===== config.mk =====
export PLATFORM = sky130hd
export DESIGN_NAME = uart_boot_loader
export DESIGN_NICKNAME = d
export VERILOG_FILES = /design/src/rtl/boot_loader_pkg.sv /design/src/rtl/uart_rx_byte.sv /design/src/rtl/uart_boot_loader.sv
export SDC_FILE = /design/constraint.sdc
export NUM_CORES = 1
export LEC_CHECK = 0
export CAP_MARGIN = 20
export CORE_MARGIN = 8
export CORE_UTILIZATION = 30
export CTS_BUF_LIST = sky130_fd_sc_hd__clkbuf_4
export DETAILED_ROUTE_END_ITERATION = 7
export PLACE_DENSITY = 0.46
export SLEW_MARGIN = 20
export SYNTH_ARGS = -nofsm -noshare
export SYNTH_HDL_FRONTEND = slang
export SYNTH_HIERARCHICAL = 1
export SYNTH_SLANG_ARGS = --single-unit

===== constraint.sdc =====
create_clock -name clk -period 3 [get_ports clk]
set_input_delay 0.6 -clock clk [delete_from_list [all_inputs] [get_ports clk]]
set_output_delay 0.6 -clock clk [all_outputs]
set_load 0.01 [all_outputs]

===== src/rtl/boot_loader_pkg.sv =====
// Shared types and constants for the UART boot loader: protocol and receiver
// state encodings plus the frame sync byte.
package boot_loader_pkg;

    typedef enum logic [2:0] {
        P_WAIT_SYNC,
        P_LEN_LO,
        P_LEN_HI,
        P_DATA,
        P_CSUM,
        P_DONE,
        P_ERROR
    } proto_state_t;

    typedef enum logic [1:0] {
        RX_IDLE,
        RX_START,
        RX_DATA,
        RX_STOP
    } rx_state_t;

    localparam logic [7:0] SYNC_BYTE = 8'hA5;

endpackage


===== src/rtl/uart_rx_byte.sv =====
// 8N1 UART byte receiver: synchronizes the raw pin, times each bit from the
// start-bit edge and reports a good byte or a framing error as one-cycle pulses.
module uart_rx_byte
    import boot_loader_pkg::*;
#(
    parameter int CLKS_PER_BIT = 868
) (
    input  logic       clk,
    input  logic       reset,
    input  logic       rx_i,
    output logic [7:0] byte_o,
    output logic       byte_valid_o,
    output logic       frame_err_o
);

    localparam int HALF_BIT = CLKS_PER_BIT / 2;
    localparam int CW       = $clog2(CLKS_PER_BIT + 1);

    rx_state_t   r_state;
    rx_state_t   w_state_next;
    logic        r_rx_meta;
    logic        r_rx_sync;
    logic        r_rx_prev;
    logic [CW-1:0] r_cnt;
    logic [2:0]  r_bit;
    logic [7:0]  r_shift;
    logic        r_valid;
    logic        r_ferr;
    logic        w_half_tick;
    logic        w_bit_tick;

    assign w_half_tick = (r_cnt == CW'(HALF_BIT - 1));
    assign w_bit_tick  = (r_cnt == CW'(CLKS_PER_BIT - 1));

    // NOTE: every output of a combinational block gets a default first; a path
    // that leaves one unassigned would infer a latch.
    always_comb begin
        w_state_next = r_state;
        case (r_state)
            RX_IDLE:  if (r_rx_prev && !r_rx_sync) w_state_next = RX_START;
            RX_START: if (w_half_tick) w_state_next = r_rx_sync ? RX_IDLE : RX_DATA;
            RX_DATA:  if (w_bit_tick && r_bit == 3'd7) w_state_next = RX_STOP;
            RX_STOP:  if (w_bit_tick) w_state_next = RX_IDLE;
            default:  w_state_next = RX_IDLE;
        endcase
    end

    // NOTE: sequential state uses non-blocking assignments so every register
    // samples pre-edge values regardless of statement order.
    always_ff @(posedge clk) begin
        if (reset) begin
            r_rx_meta <= 1'b1;
            r_rx_sync <= 1'b1;
            r_rx_prev <= 1'b1;
            r_state   <= RX_IDLE;
            r_cnt     <= '0;
            r_bit     <= '0;
            r_shift   <= '0;
            r_valid   <= 1'b0;
            r_ferr    <= 1'b0;
        end else begin
            r_rx_meta <= rx_i;
            r_rx_sync <= r_rx_meta;
            r_rx_prev <= r_rx_sync;
            r_state   <= w_state_next;
            r_valid   <= 1'b0;
            r_ferr    <= 1'b0;

            // Counter restarts on every state change and every full bit period.
            if (r_state != w_state_next || w_bit_tick)
                r_cnt <= '0;
            else if (r_state != RX_IDLE)
                r_cnt <= r_cnt + CW'(1);

            case (r_state)
                RX_START: r_bit <= '0;
                RX_DATA: begin
                    if (w_bit_tick) begin
                        r_shift <= {r_rx_sync, r_shift[7:1]};
                        r_bit   <= r_bit + 3'd1;
                    end
                end
                RX_STOP: begin
                    if (w_bit_tick) begin
                        r_valid <= r_rx_sync;
                        r_ferr  <= !r_rx_sync;
                    end
                end
                default: ;
            endcase
        end
    end

    assign byte_o       = r_shift;
    assign byte_valid_o = r_valid;
    assign frame_err_o  = r_ferr;

endmodule


===== src/rtl/uart_boot_loader.sv =====
// Serial boot loader: parses A5/LEN/data/CSUM frames from the UART, writes the
// image into instruction memory and releases the core once the checksum matches.
module uart_boot_loader
    import boot_loader_pkg::*;
#(
    parameter int CLK_FREQ_HZ = 100_000_000,
    parameter int BAUD        = 115200,
    parameter int ADDR_WIDTH  = 9
) (
    input  logic                  clk,
    input  logic                  reset,
    input  logic                  rx_i,
    output logic                  mem_we_o,
    output logic [ADDR_WIDTH-1:0] mem_addr_o,
    output logic [31:0]           mem_wdata_o,
    output logic                  cpu_reset_o,
    output logic                  load_done_o,
    output logic                  load_err_o
);

    localparam int          CLKS_PER_BIT = CLK_FREQ_HZ / BAUD;
    localparam logic [16:0] MAX_WORDS    = 17'(2 ** ADDR_WIDTH);

    logic [7:0] w_byte;
    logic       w_byte_valid;
    logic       w_frame_err;

    uart_rx_byte #(
        .CLKS_PER_BIT(CLKS_PER_BIT)
    ) u_rx (
        .clk         (clk),
        .reset       (reset),
        .rx_i        (rx_i),
        .byte_o      (w_byte),
        .byte_valid_o(w_byte_valid),
        .frame_err_o (w_frame_err)
    );

    proto_state_t          r_state;
    proto_state_t          w_state_next;
    logic [7:0]            r_len_lo;
    logic [15:0]           r_len;
    logic [7:0]            r_csum;
    logic [ADDR_WIDTH:0]   r_word_idx;
    logic [1:0]            r_lane;
    logic [23:0]           r_asm;
    logic                  r_mem_we;
    logic [ADDR_WIDTH-1:0] r_mem_addr;
    logic [31:0]           r_mem_wdata;
    logic                  r_cpu_reset;
    logic                  r_done;
    logic                  r_err;
    logic [15:0]           w_len_rx;
    logic                  w_last_word;

    assign w_len_rx    = {w_byte, r_len_lo};
    // One extra index bit lets LEN == MAX_WORDS finish without wrapping.
    assign w_last_word = ((16'(r_word_idx) + 16'd1) == r_len);

    always_comb begin
        w_state_next = r_state;
        if (w_frame_err && r_state != P_DONE) begin
            w_state_next = P_ERROR;
        end else if (w_byte_valid) begin
            case (r_state)
                P_WAIT_SYNC, P_ERROR: if (w_byte == SYNC_BYTE) w_state_next = P_LEN_LO;
                P_LEN_LO: w_state_next = P_LEN_HI;
                P_LEN_HI: begin
                    if ({1'b0, w_len_rx} > MAX_WORDS) w_state_next = P_ERROR;
                    else if (w_len_rx == 16'd0)       w_state_next = P_CSUM;
                    else                              w_state_next = P_DATA;
                end
                P_DATA:  if (r_lane == 2'd3 && w_last_word) w_state_next = P_CSUM;
                P_CSUM:  w_state_next = (w_byte == r_csum) ? P_DONE : P_ERROR;
                P_DONE:  w_state_next = P_DONE;
                default: w_state_next = P_ERROR;
            endcase
        end
    end

    always_ff @(posedge clk) begin
        if (reset) begin
            r_state     <= P_WAIT_SYNC;
            r_len_lo    <= '0;
            r_len       <= '0;
            r_csum      <= '0;
            r_word_idx  <= '0;
            r_lane      <= '0;
            r_asm       <= '0;
            r_mem_we    <= 1'b0;
            r_mem_addr  <= '0;
            r_mem_wdata <= '0;
            r_cpu_reset <= 1'b1;
            r_done      <= 1'b0;
            r_err       <= 1'b0;
        end else begin
            r_state     <= w_state_next;
            r_mem_we    <= 1'b0;
            r_cpu_reset <= (w_state_next != P_DONE);
            r_done      <= (w_state_next == P_DONE);
            r_err       <= (w_state_next == P_ERROR);

            if (w_byte_valid) begin
                case (r_state)
                    P_WAIT_SYNC, P_ERROR: begin
                        if (w_byte == SYNC_BYTE) begin
                            r_csum     <= '0;
                            r_word_idx <= '0;
                            r_lane     <= '0;
                        end
                    end
                    P_LEN_LO: begin
                        r_len_lo <= w_byte;
                        r_csum   <= r_csum ^ w_byte;
                    end
                    P_LEN_HI: begin
                        r_len  <= w_len_rx;
                        r_csum <= r_csum ^ w_byte;
                    end
                    P_DATA: begin
                        r_csum <= r_csum ^ w_byte;
                        r_lane <= r_lane + 2'd1;
                        case (r_lane)
                            2'd0: r_asm[7:0]   <= w_byte;
                            2'd1: r_asm[15:8]  <= w_byte;
                            2'd2: r_asm[23:16] <= w_byte;
                            default: begin
                                r_mem_we    <= 1'b1;
                                r_mem_addr  <= r_word_idx[ADDR_WIDTH-1:0];
                                r_mem_wdata <= {w_byte, r_asm};
                                r_word_idx  <= r_word_idx + {{ADDR_WIDTH{1'b0}}, 1'b1};
                            end
                        endcase
                    end
                    default: ;
                endcase
            end
        end
    end

    assign mem_we_o    = r_mem_we;
    assign mem_addr_o  = r_mem_addr;
    assign mem_wdata_o = r_mem_wdata;
    assign cpu_reset_o = r_cpu_reset;
    assign load_done_o = r_done;
    assign load_err_o  = r_err;

endmodule


# After elaboration in Yosys (flattened, before gate mapping)
# Index checks and enable logic that the tools add are counted.
[word_totals]
memories = 0
ram_bits = 0
register_bits = 144
output_inout_bits = 45
elab_cells = 117
rom_bits = 0
latch_bits = 0
inputBits = 3
[classes]
mul = 0
order_cmp = 1
bitwise = 6
add_sub_neg = 5
shifts = 0
n_reduce_logical = 31
div_mod_pow = 0
muxes = 24
eq_ne = 26
[op_table]
columns = ["op", "count"]
rows = [
  ["2-to-1 mux 3 bit", 7],
  ["adder 10 x 1 -> 10 bit (second input constant)", 2],
  ["2-to-1 mux 10 bit", 2],
  ["case mux 10 bit (2 select lines)", 1],
  ["== test 3 bit (second input constant)", 6],
  ["case mux 3 bit (6 select lines)", 1],
  ["AND reduction 3 bit", 6],
  ["== test 11 x 16 -> 1 bit", 1],
  ["greater-than comparator 16 x 10 -> 1 bit (second input constant)", 1],
  ["zero test 16 bit", 1],
  ["case mux 8 bit (2 select lines)", 1],
  ["2-to-1 mux 2 bit", 7],
  ["OR reduction 3 bit", 4],
  ["adder 10 x 1 -> 11 bit (second input constant)", 1],
  ["== test 10 bit (second input constant)", 1],
  ["== test 10 x 9 -> 1 bit (second input constant)", 1],
  ["== test 2 bit (second input constant)", 4],
  ["== test 8 bit", 1],
  ["== test 8 bit (second input constant)", 1],
  ["2-to-1 mux 8 bit", 1],
  ["case mux 2 bit (4 select lines)", 1],
  ["AND reduction 2 bit", 4],
  ["nonzero test 2 bit", 4],
  ["XOR 8 bit", 1],
  ["other kinds (20)", 33],
]

# Logic depth before layout (Yosys ltp)
# Gate-level depths: netlist of run 1.
[depth]
ltp_word = 8
ltp_mapped = 10

# Modules after synthesis
# The synthesis of run 1 kept the hierarchy.
[modules_own_cells]
columns = ["module", "instances", "cells_per_inst", "area_per_inst_um2"]
rows = [
  ["uart_boot_loader", 1, 671, 5091.1],
  ["uart_rx_byte", 1, 130, 1253.7],
]

# Worst setup path after synthesis of run 1
# No wires, ideal clock.
[synth_path]
path_kind = "flip-flop to flip-flop"
from = "reg r_word_idx[1]"
to = "reg r_done (netlist: load_done_o)"
stages_incl_launch_ff = 11
synth_period_minus_slack_ns = 2.425
n_path_buf = 2
arrival_time_ns = 2.310
setup_slack_ns = 0.575
path_cell_list = "dfxtp_1 -> ha_1 -> clkbuf_1 -> and2_1 -> clkbuf_1 -> nand3_1 -> o2bb2ai_1 -> o211ai_1 -> o31a_1 -> o31a_1 -> and3_1"
[synth_between]
elab_chain_cells = 8
[synth_rtl]
columns = ["element", "line", "text"]
rows = [
  ["from (decl)", "uart_boot_loader.sv:44", "logic [ADDR_WIDTH:0] r_word_idx;"],
  ["from (signal assigned)", "uart_boot_loader.sv:131", "r_word_idx <= r_word_idx + {{ADDR_WIDTH{1'b0}}, 1'b1};"],
  ["adder 10 x 1 -> 11 bit", "uart_boot_loader.sv:58", "assign w_last_word = ((16'(r_word_idx) + 16'd1) == r_len);"],
  ["== test 11 x 16 -> 1 bit", "uart_boot_loader.sv:58", ""],
  ["logical AND 1 bit", "uart_boot_loader.sv:73", "P_DATA: if (r_lane == 2'd3 && w_last_word) w_state_next = P_CSUM;"],
  ["2-to-1 mux 3 bit", "uart_boot_loader.sv:73", ""],
  ["case mux 3 bit (6 select lines)", "uart_boot_loader.sv:65", "case (r_state)"],
  ["2-to-1 mux 3 bit", "uart_boot_loader.sv:64", "end else if (w_byte_valid) begin"],
  ["2-to-1 mux 3 bit", "uart_boot_loader.sv:62", "if (w_frame_err && r_state != P_DONE) begin"],
  ["== test 3 bit", "uart_boot_loader.sv:100", "r_done <= (w_state_next == P_DONE);"],
  ["to (signal assigned)", "uart_boot_loader.sv:100", ""],
  ["to (decl)", "uart_boot_loader.sv:51", "logic r_done;"],
]
# Every way passes these cells.
# A chain may end at the register's enable or synchronous reset.

# Final worst setup path of run 1
[layout_path]
from = "reg r_word_idx[0]"
to = "reg r_done (netlist: load_done_o)"
# The elaborated chain is that of the path after synthesis.

==> impl_metrics.ini, run 1 <==
[clocking]
clk-insertion-delay-late_ns = 0.57
cts-buffers-inserted = 17
hold_buffers = 0
cts.repair.resized = 0
path_clk_slew_ns = 0.14
htree_levels = 4
clockRootBuffer = sky130_fd_sc_hd__clkbuf_4
cts_sinks = 144
max-clock-path-buffers = 2
cts.repair_timing.setup_buffer_count = 0
cts_tree = yes

[timing]
setup_viol = 0
rsz0062_at_grt = false
worst_pin_slew_ns = 0.9219
fin_setup_tns_ns = 0
final_period_minus_worst_setup_slack_ns = 2.666
finalCritPeriodShare_pct = 88.87
clock_skew_ns = 0.02912
timing.max_slew.rel_slack_pct = 38.07
max_freq_ghz = 0.3751
drv_slew = 0
hold_viol = 0

[place]
detailedPlacementHpwl_mm = 10.74
place.port_buffers = 47
gp_congestion = 0.8056

[worst_setup_path]
required_ns = 3.45
cp-end-kind = flip-flop
worst-path-max-fanout = 10
cp-start-kind = flip-flop
cp.arrival_ns = 3.12
crit_path_category = flip-flop to flip-flop

[floorplanning]
die_area_sq_um = 26060
placeableCoreArea_sq_um = 20890
die_height_microns = 161.4
placement_rows = 53
die-width_microns = 161.4
ios = 48
effective_utilization_at_floorplan_pct = 30.37

[synthesis]
syn-num-nets = 813
ys_seq_area_share_pct = 45.43
post_synth_edffs = 0
synthFlopType = sky130_fd_sc_hd__dfxtp_1
syn_inst = 801
avgSynthCellArea_sq_um = 7.921
async_flop_share_pct = 0
synth.ff_latch_count = 144
mappedNetlistArea_sq_um = 6345
synth-warning-count = 6
yosysUniqueCellTypes = 60

[hold_path]
holdCritPathClass = flip-flop to flip-flop

[global_route]
track_usage_pct = 12.99
grt_pass1_wl_mm = 27.56
globalRoute.totalOverflow = 0
grt_start_max_net_pins = 130
grt_pass1_vias = 5264
antenna_found_initial = 1

[pwr]
power.leakage_nw = 2.465
power.ir.vdd_worst_mv = 0.1775
power_density_nw_per_um2 = 430.2

[cells_and_area]
syn_to_final_growth_pct = 16.13
layout-drive-gt1-share_pct = 8.629
fin_util_pct = 35.27
fin_nets = 845

[routing]
route.final.wire_length_mm = 16.52
vias = 5394
firstDrtPassIters = 4
via_to_cell_ratio = 4.803
detail_route.wl_per_cell_microns = 14.71
remaining_drc_errors = 0
drtAntennaViolNets = 0
iteration_0_drc_markers = 235

[flow_run]
cap_viol_max_count = 0

[status]
run_status = finished, final reports clean
[per-layer routing]
layer / vias to the layer above / wire length (microns) / track usage (%)
met1: 2521 / 8170 / 16.84
met3: 8 / 494 / 3.131
met2: 68 / 7712 / 21.16
met4: 0 / 140 / 3.535
met5: - / 0 / 0
li1: 2797 / - / -
[cell usage after synthesis (3+ instances only)]
cell type | number | area share, %
sky130_fd_sc_hd__a211oi_1 | 3 | 0.35
sky130_fd_sc_hd__a21oi_1 | 118 | 9.3
sky130_fd_sc_hd__a31oi_1 | 7 | 0.69
sky130_fd_sc_hd__and2_1 | 7 | 0.69
sky130_fd_sc_hd__and3_1 | 7 | 0.69
sky130_fd_sc_hd__buf_2 | 6 | 0.47
sky130_fd_sc_hd__clkbuf_1 | 45 | 2.7
sky130_fd_sc_hd__dfxtp_1 | 144 | 45
sky130_fd_sc_hd__ha_1 | 9 | 1.8
sky130_fd_sc_hd__inv_1 | 10 | 0.59
sky130_fd_sc_hd__mux2i_1 | 8 | 1.3
sky130_fd_sc_hd__nand2_1 | 187 | 11
sky130_fd_sc_hd__nand2b_1 | 3 | 0.30
sky130_fd_sc_hd__nand3_1 | 37 | 2.9
sky130_fd_sc_hd__nand3b_1 | 10 | 1.2
sky130_fd_sc_hd__nand4_1 | 7 | 0.69
sky130_fd_sc_hd__nor2_1 | 51 | 3.0
sky130_fd_sc_hd__nor2b_1 | 14 | 1.4
sky130_fd_sc_hd__nor3_1 | 14 | 1.1
sky130_fd_sc_hd__nor3b_1 | 7 | 0.83
sky130_fd_sc_hd__nor4_1 | 4 | 0.39
sky130_fd_sc_hd__o21ai_0 | 24 | 1.9
sky130_fd_sc_hd__o31a_1 | 3 | 0.41
sky130_fd_sc_hd__or2_2 | 5 | 0.49
sky130_fd_sc_hd__or3_1 | 3 | 0.30
sky130_fd_sc_hd__xnor2_1 | 12 | 1.7
sky130_fd_sc_hd__xor2_1 | 11 | 1.5
[state kept, by name (all words and copies together), names as in the netlist]
name               count
cpu_reset_o            1
load_done_o            1
load_err_o             1
mem_addr_o             9
mem_wdata_o           32
mem_we_o               1
r_asm                 24
r_csum                 8
r_lane                 2
r_len                 16
r_len_lo               8
r_state                3
r_word_idx            10
u_rx/byte_o            8
u_rx/byte_valid_o      1
u_rx/frame_err_o       1
u_rx/r_bit             3
u_rx/r_cnt            10
u_rx/r_rx_meta         1
u_rx/r_rx_prev         1
u_rx/r_rx_sync         1
u_rx/r_state           2
[final timing paths]
check                 startpoint              to  slack [ns]  cells after the start
hold / removal    u_rx/r_rx_meta  u_rx/r_rx_sync        0.43                      1
setup reg to reg   r_word_idx[0]     load_done_o        0.33                      8
hold reg to reg   u_rx/r_rx_meta  u_rx/r_rx_sync        0.43                      1
setup / recovery   r_word_idx[0]     load_done_o        0.33                      8
[layout make-up]
type | count | area [sq um]
Antenna cell | 2 | 5.005
Clock buffer | 17 | 127.6
Clock inverter | 15 | 141.4
Fill cell | 2263 | 13520
Inverter | 10 | 37.54
Multi-Input combinational cell | 590 | 3177
Sequential cell | 144 | 2883
Tap cell | 275 | 344.1
Timing Repair Buffer | 70 | 653.1
[metrics by stage]
stage	cell area, sq um	power (mW)	hold WS [ns]	std cells	setup slack (ns)
after CTS	7363	3.230	0.4201	1121	0.3102
final	7368	3.170	0.4265	1123	0.3340
after global routing	7368	3.330	0.4338	1123	0.06365
after global placement	7094	2.017	0.3911	1089	0.3990
after floorplan	6345	2.001	0.3895	801	0.5748
after detailed placement	7094	2.016	0.3936	1089	0.3514
[where the power goes]
group	internal (mW)	switching, mW	leakage [nW]
clock	0.367	0.829	0.142
sequential	1.92	0.00539	1.16
combinational	0.0125	0.0394	1.16
total	2.30	0.874	2.47
[cell families after synthesis]
logic type,Yosys count,synth area share (%)
XOR/XNOR,24,3.530
AO/OA/AOI/OAI,176,15.78
AND/OR/NAND/NOR,371,27.37
adder cells (fa/ha/maj),9,1.775
multiplexers,10,1.617
buffers and inverters,67,4.496
flip-flops,144,45.43
[critical path, stage by stage, from the launching register on]
cell                        delay, ns
sky130_fd_sc_hd__dfxtp_1         0.53
sky130_fd_sc_hd__ha_1            0.40
sky130_fd_sc_hd__and2_1          0.36
sky130_fd_sc_hd__nand3_1         0.12
sky130_fd_sc_hd__o2bb2ai_1       0.16
sky130_fd_sc_hd__o211ai_1        0.14
sky130_fd_sc_hd__o31a_1          0.34
sky130_fd_sc_hd__o31a_1          0.34
sky130_fd_sc_hd__and3_1          0.17
[placed cells by master, fill, tap and decap left out, types with 8 or more instances in the layout]
| cell type | n |
|---|---|
| sky130_fd_sc_hd__nand2_1 | 187 |
| sky130_fd_sc_hd__dfxtp_1 | 144 |
| sky130_fd_sc_hd__a21oi_1 | 118 |
| sky130_fd_sc_hd__nor2_1 | 51 |
| sky130_fd_sc_hd__clkdlybuf4s50_1 | 46 |
| sky130_fd_sc_hd__nand3_1 | 37 |
| sky130_fd_sc_hd__o21ai_0 | 24 |
| sky130_fd_sc_hd__buf_4 | 23 |
| sky130_fd_sc_hd__clkbuf_4 | 17 |
| sky130_fd_sc_hd__nor2b_1 | 14 |
| sky130_fd_sc_hd__nor3_1 | 14 |
| sky130_fd_sc_hd__xnor2_1 | 12 |
| sky130_fd_sc_hd__xor2_1 | 11 |
| sky130_fd_sc_hd__inv_1 | 10 |
| sky130_fd_sc_hd__nand3b_1 | 10 |
| sky130_fd_sc_hd__ha_1 | 9 |
| sky130_fd_sc_hd__mux2i_1 | 8 |
Power figures use the tool's default switching activity.
==> inputs of run 2 (changes only) <==
Settings changed: CELL_PAD_IN_SITES_DETAIL_PLACEMENT set to 2, CELL_PAD_IN_SITES_GLOBAL_PLACEMENT set to 2, CTS_BUF_LIST sky130_fd_sc_hd__clkbuf_4 to sky130_fd_sc_hd__clkbuf_4 sky130_fd_sc_hd__clkbuf_8, PLACE_DENSITY 0.46 to 0.69.
==> impl_metrics.ini, run 2 (same netlist as run 1, synthesis figures left out) <==
[routing]
firstDrtPassIters = 4
iteration_0_drc_markers = 157
route.final.wire_length_mm = 19.31
vias = 5678
via_to_cell_ratio = 5.079
detail_route.wl_per_cell_microns = 17.27
drtAntennaViolNets = 0
remaining_drc_errors = 0

[pwr]
power.leakage_nw = 2.485
power_density_nw_per_um2 = 459.9
power.ir.vdd_worst_mv = 0.2797

[hold_path]
worst_hold_startpoint = reset
worst_hold_endpoint = u_rx/r_state[0]
worst_hold_path.num_cells = 2
holdCritPathClass = primary input to flip-flop

[place]
gp_congestion = 0.8468
place.port_buffers = 47
place_inst = 1086
detailedPlacementHpwl_mm = 13.76

[global_route]
globalRoute.totalOverflow = 0
track_usage_pct = 15.18
antenna_found_initial = 0
grt_pass1_vias = 6239
grt_pass1_wl_mm = 32.30
grt_start_max_net_pins = 61

[worst_setup_path]
worst-path-max-fanout = 10
slowest_stage = sky130_fd_sc_hd__dfxtp_1
cp.arrival_ns = 3.11
crit_path_cell_trace = ha_1 -> and2_1 -> nand3_1 -> o2bb2ai_1 -> o211ai_1 -> o31a_1 -> o31a_1 -> and3_1
worst-r2r-cell-count = 8
worst_r2r_startpoint = r_word_idx[0]
cp_slowest_stage_delay_ns = 0.54
most_common_cell_on_crit_path = sky130_fd_sc_hd__o31a_1
timing.reg2reg.setup_slack_ns = 0.23
required_ns = 3.34
cp-end-kind = flip-flop
cp-start-kind = flip-flop
crit_path_category = flip-flop to flip-flop
worst_r2r_endpoint = load_done_o

[floorplanning]
ios = 48
placement_rows = 53
effective_utilization_at_floorplan_pct = 30.37
placeableCoreArea_sq_um = 20890
die_height_microns = 161.4
die_area_sq_um = 26060
die-width_microns = 161.4

[clocking]
cts.repair.resized = 0
clockRootBuffer = sky130_fd_sc_hd__clkbuf_8
cts_tree = yes
clk-insertion-delay-late_ns = 0.46
htree_levels = 4
hold_buffers = 0
max-clock-path-buffers = 2
cts.repair_timing.setup_buffer_count = 0
path_clk_slew_ns = 0.09
cts-buffers-inserted = 17
cts_sinks = 144

[cells_and_area]
finalNonFillerCells = 1118
layout-drive-gt1-share_pct = 8.422
antenna-diode-count = 0
layout.area.seq_sq_um = 2883
multi_input_area_sq_um = 3177
most-common-layout-cells = 187 x sky130_fd_sc_hd__nand2_1, 144 x sky130_fd_sc_hd__dfxtp_1, 118 x sky130_fd_sc_hd__a21oi_1
syn_to_final_growth_pct = 17.20
fin_nets = 842
largest_register_ff_count = 32
final.fill_count = 2411
layout.cells.most_common = sky130_fd_sc_hd__nand2_1

[timing]
final_period_minus_worst_setup_slack_ns = 2.767
clock_skew_ns = 0.01918
hold_viol = 0
timing.max_slew.rel_slack_pct = 41.18
drv_slew = 0
rsz0062_at_grt = false
finalCritPeriodShare_pct = 92.22
setup_viol = 0
fin_setup_tns_ns = 0
worst_pin_slew_ns = 0.8756
max_freq_ghz = 0.3614

[status]
run_status = finished, final reports clean

[flow_run]
cap_viol_max_count = 0
==> run 2: changes by cell type in the layout (fill, tap and decap cells not counted), sizes merged <==
| cell | before | now |
|---|---|---|
| inv | 18 | 17 |
| clkbuf | 17 | 18 |
| diode | 2 | 0 |
| buf | 24 | 21 |
| clkinv | 5 | 4 |
| clkinvlp | 2 | 3 |
==> run 2: worst max-delay path by stage <==
stage                  start          end  slack, ns  cells past startpoint
2_1_floorplan  r_word_idx[1]  load_done_o       0.57                     10
3_3_place_gp   r_word_idx[0]  load_done_o       0.42                      8
3_5_place_dp   r_word_idx[0]  load_done_o       0.28                      8
4_1_cts        r_word_idx[0]   load_err_o       0.24                      8
5_1_grt        r_word_idx[0]  load_done_o       0.06                      8
6_report       r_word_idx[0]  load_done_o       0.23                      8
==> run 2: critical path, delay by kind of cell (launching register included) <==
family | cells | cell delay [ns]
flip-flops | 1 | 0.54
adder cells (fa/ha/maj) | 1 | 0.40
AO/OA/AOI/OAI | 4 | 1.04
AND/OR/NAND/NOR | 3 | 0.68
==> run 2: per-layer routing <==
| layer | routed length [microns] | share of wire (%) | GRT usage [%] | vias up |
|---|---|---|---|---|
| met5 | 0 | 0 | 0 | - |
| met4 | 190 | 0.98 | 5.177 | 0 |
| met3 | 471 | 2.4 | 2.902 | 13 |
| met2 | 9838 | 51 | 26.64 | 53 |
| met1 | 8809 | 46 | 18.19 | 2833 |
| li1 | - | - | - | 2779 |
==> run 2: cell type report <==
| class | count | area share, % |
|---|---|---|
| clock buffer | 18 | 3.248 |
| multi-input combinational | 590 | 42.72 |
| clock inverter | 14 | 1.649 |
| inverter | 10 | 0.5048 |
| sequential | 144 | 38.77 |
| timing repair buffer | 67 | 8.481 |
| tap | 275 | 4.627 |
==> run 2: metrics by stage <==
step                utilization [%]  hold WS (ns)  power (mW)  worst slack (ns)  area, sq um
finish                        35.60        0.4172       3.420            0.2333         7436
global placement              33.85        0.4014       2.014            0.4181         7072
detailed placement            33.85        0.4026       2.016            0.2752         7072
CTS                           35.60        0.3804       3.485            0.2366         7436
global route                  35.60        0.3939       3.567           0.06124         7436
floorplan                         -        0.3895       2.001            0.5748         6345
==> run 2: power by group <==
group	switching (mW)	total, mW	leakage [nW]	internal (mW)
registers	0.00543	1.92	1.16	1.91
clock network	0.845	1.45	0.178	0.605
logic	0.0392	0.0507	1.15	0.0115
total	0.890	3.42	2.49	2.53
==> inputs of run 3 (changes only) <==
Clock period 3 ns to 3.55 ns, I/O delays scaled along.
==> impl_metrics.ini, run 3 (same netlist as run 1, synthesis figures left out) <==
[routing]
via_to_cell_ratio = 5.052
remaining_drc_errors = 0
firstDrtPassIters = 4
iteration_0_drc_markers = 154
detail_route.wl_per_cell_microns = 17.69
drtAntennaViolNets = 0
route.final.wire_length_mm = 19.62
vias = 5603

[hold_path]
holdCritPathClass = flip-flop to flip-flop

[worst_setup_path]
critPathCapture = r_word_idx[6]
crit_path_start = u_rx/byte_o[4]
cp_slowest_stage_delay_ns = 0.53
critical_path_depth = 7
required_ns = 3.94
critPathBufInv = 0
crit_path_category = flip-flop to flip-flop
worst-path-max-fanout = 12
worst-r2r-cell-count = 7
timing.reg2reg.setup_slack_ns = 0.72
cpLargestDelayFamily = simple AND/OR/NAND/NOR gates
slowest_stage = sky130_fd_sc_hd__or4_4
cp-start-kind = flip-flop
worst_r2r_endpoint = r_word_idx[6]
cp-end-kind = flip-flop
cp.arrival_ns = 3.21
worst_r2r_startpoint = u_rx/byte_o[4]
crit_path_cell_trace = or3_4 -> or4_4 -> or2_4 -> a21oi_4 -> o21ai_1 -> or4_1 -> a21oi_1

[timing]
hold_viol = 0
fin_setup_tns_ns = 0
drv_slew = 0
clock_skew_ns = 0.01863
timing.max_slew.rel_slack_pct = 39.53
max_freq_ghz = 0.3537
final_period_minus_worst_setup_slack_ns = 2.828
setup_ws_ns = 0.7225
worst_pin_slew_ns = 0.9071
finalCritPeriodShare_pct = 79.65
setup_viol = 0
rsz0062_at_grt = false

[cells_and_area]
finalNonFillerCells = 1109
most-common-layout-cells = 187 x sky130_fd_sc_hd__nand2_1, 144 x sky130_fd_sc_hd__dfxtp_1, 118 x sky130_fd_sc_hd__a21oi_1
layout-drive-gt1-share_pct = 7.554
largest_register_ff_count = 32
syn_to_final_growth_pct = 16.13
layout.cells.most_common = sky130_fd_sc_hd__nand2_1
fin_nets = 833
final.fill_count = 2418
antenna-diode-count = 0

[global_route]
grt_pass1_vias = 6264
globalRoute.totalOverflow = 0
grt_pass1_wl_mm = 32.57
grt-busiest-layer = met2
globalRouteMet3Util_pct = 3.029
grt_start_max_net_pins = 85
globalRouteMet1Util_pct = 18.39
track_usage_pct = 15.41
antenna_found_initial = 0
grt.met2_usage_pct = 27.48

[place]
worst_slack_at_placement_ns = 0.7159
place_inst = 1077
place.port_buffers = 47
detailedPlacementHpwl_mm = 13.70
gp_congestion = 0.8009

[floorplanning]
placeableCoreArea_sq_um = 20890
placement_rows = 53
die-width_microns = 161.4
die_height_microns = 161.4
die_area_sq_um = 26060
effective_utilization_at_floorplan_pct = 30.37
ios = 48

[clocking]
hold_buffers = 0
cts_sinks = 144
clk-insertion-delay-late_ns = 0.47
clockRootBuffer = sky130_fd_sc_hd__clkbuf_8
cts.repair_timing.setup_buffer_count = 0
cts.repair.resized = 0
cts_tree = yes
max-clock-path-buffers = 2
path_clk_slew_ns = 0.09
htree_levels = 4
cts-buffers-inserted = 17

[flow_run]
cap_viol_max_count = 0

[pwr]
power.leakage_nw = 2.445
power_density_nw_per_um2 = 398.0
power.ir.vdd_worst_mv = 0.1969

[status]
run_status = finished, final reports clean
==> run 3: how the worst min path moves through the flow <==
stage                              start        endpoint  slack, ns  cells after the start
after floorplan           u_rx/r_rx_meta  u_rx/r_rx_sync       0.39                      1
after global placement    u_rx/r_rx_meta  u_rx/r_rx_sync       0.40                      1
after detailed placement  u_rx/r_rx_meta  u_rx/r_rx_sync       0.40                      1
after CTS                 u_rx/r_rx_meta  u_rx/r_rx_sync       0.43                      1
after global routing      u_rx/r_rx_meta  u_rx/r_rx_sync       0.45                      1
final                     u_rx/r_rx_meta  u_rx/r_rx_sync       0.43                      1
==> run 3: layout make-up <==
cell class              instances  area (sq um)  share of cell area (%)
repair buffers                 58         550.5                   7.472
well taps                     275         344.1                   4.670
clock inverters                15         140.1                   1.902
multi-input cells             590          3179                   43.15
flip-flops and latches        144          2883                   39.12
inverters                      10         37.54                  0.5094
clock buffers                  17         234.0                   3.175
==> run 3: through the flow <==
stage / cell area, sq um / hold slack, ns / total power, mW / utilization, %
floorplan: 6345 / 0.3895 / 1.691 / -
global placement: 6992 / 0.4000 / 1.701 / 33.47
detailed placement: 6992 / 0.4018 / 1.703 / 33.47
CTS: 7366 / 0.4255 / 2.982 / 35.26
global route: 7368 / 0.4476 / 3.052 / 35.27
finish: 7368 / 0.4254 / 2.932 / 35.27
==> run 3: where the power goes <==
group	switching, mW	leakage [nW]	internal (mW)
Combinational	0.0329	1.10	0.00895
Clock	0.753	0.187	0.516
Sequential	0.00434	1.16	1.62
==> run 3: worst reg2reg max path, stage by stage (launching register included) <==
cell	delay [ns]
sky130_fd_sc_hd__dfxtp_1	0.46
sky130_fd_sc_hd__or3_4	0.44
sky130_fd_sc_hd__or4_4	0.53
sky130_fd_sc_hd__or2_4	0.27
sky130_fd_sc_hd__a21oi_4	0.13
sky130_fd_sc_hd__o21ai_1	0.25
sky130_fd_sc_hd__or4_1	0.51
sky130_fd_sc_hd__a21oi_1	0.16
==> run 3: layer usage <==
metal  vias to the layer above  routed length (microns)
li1                       2758                        -
met5                         -                        0
met1                      2769                     9205
met2                        55                     9776
met4                         0                      214
met3                        21                      420
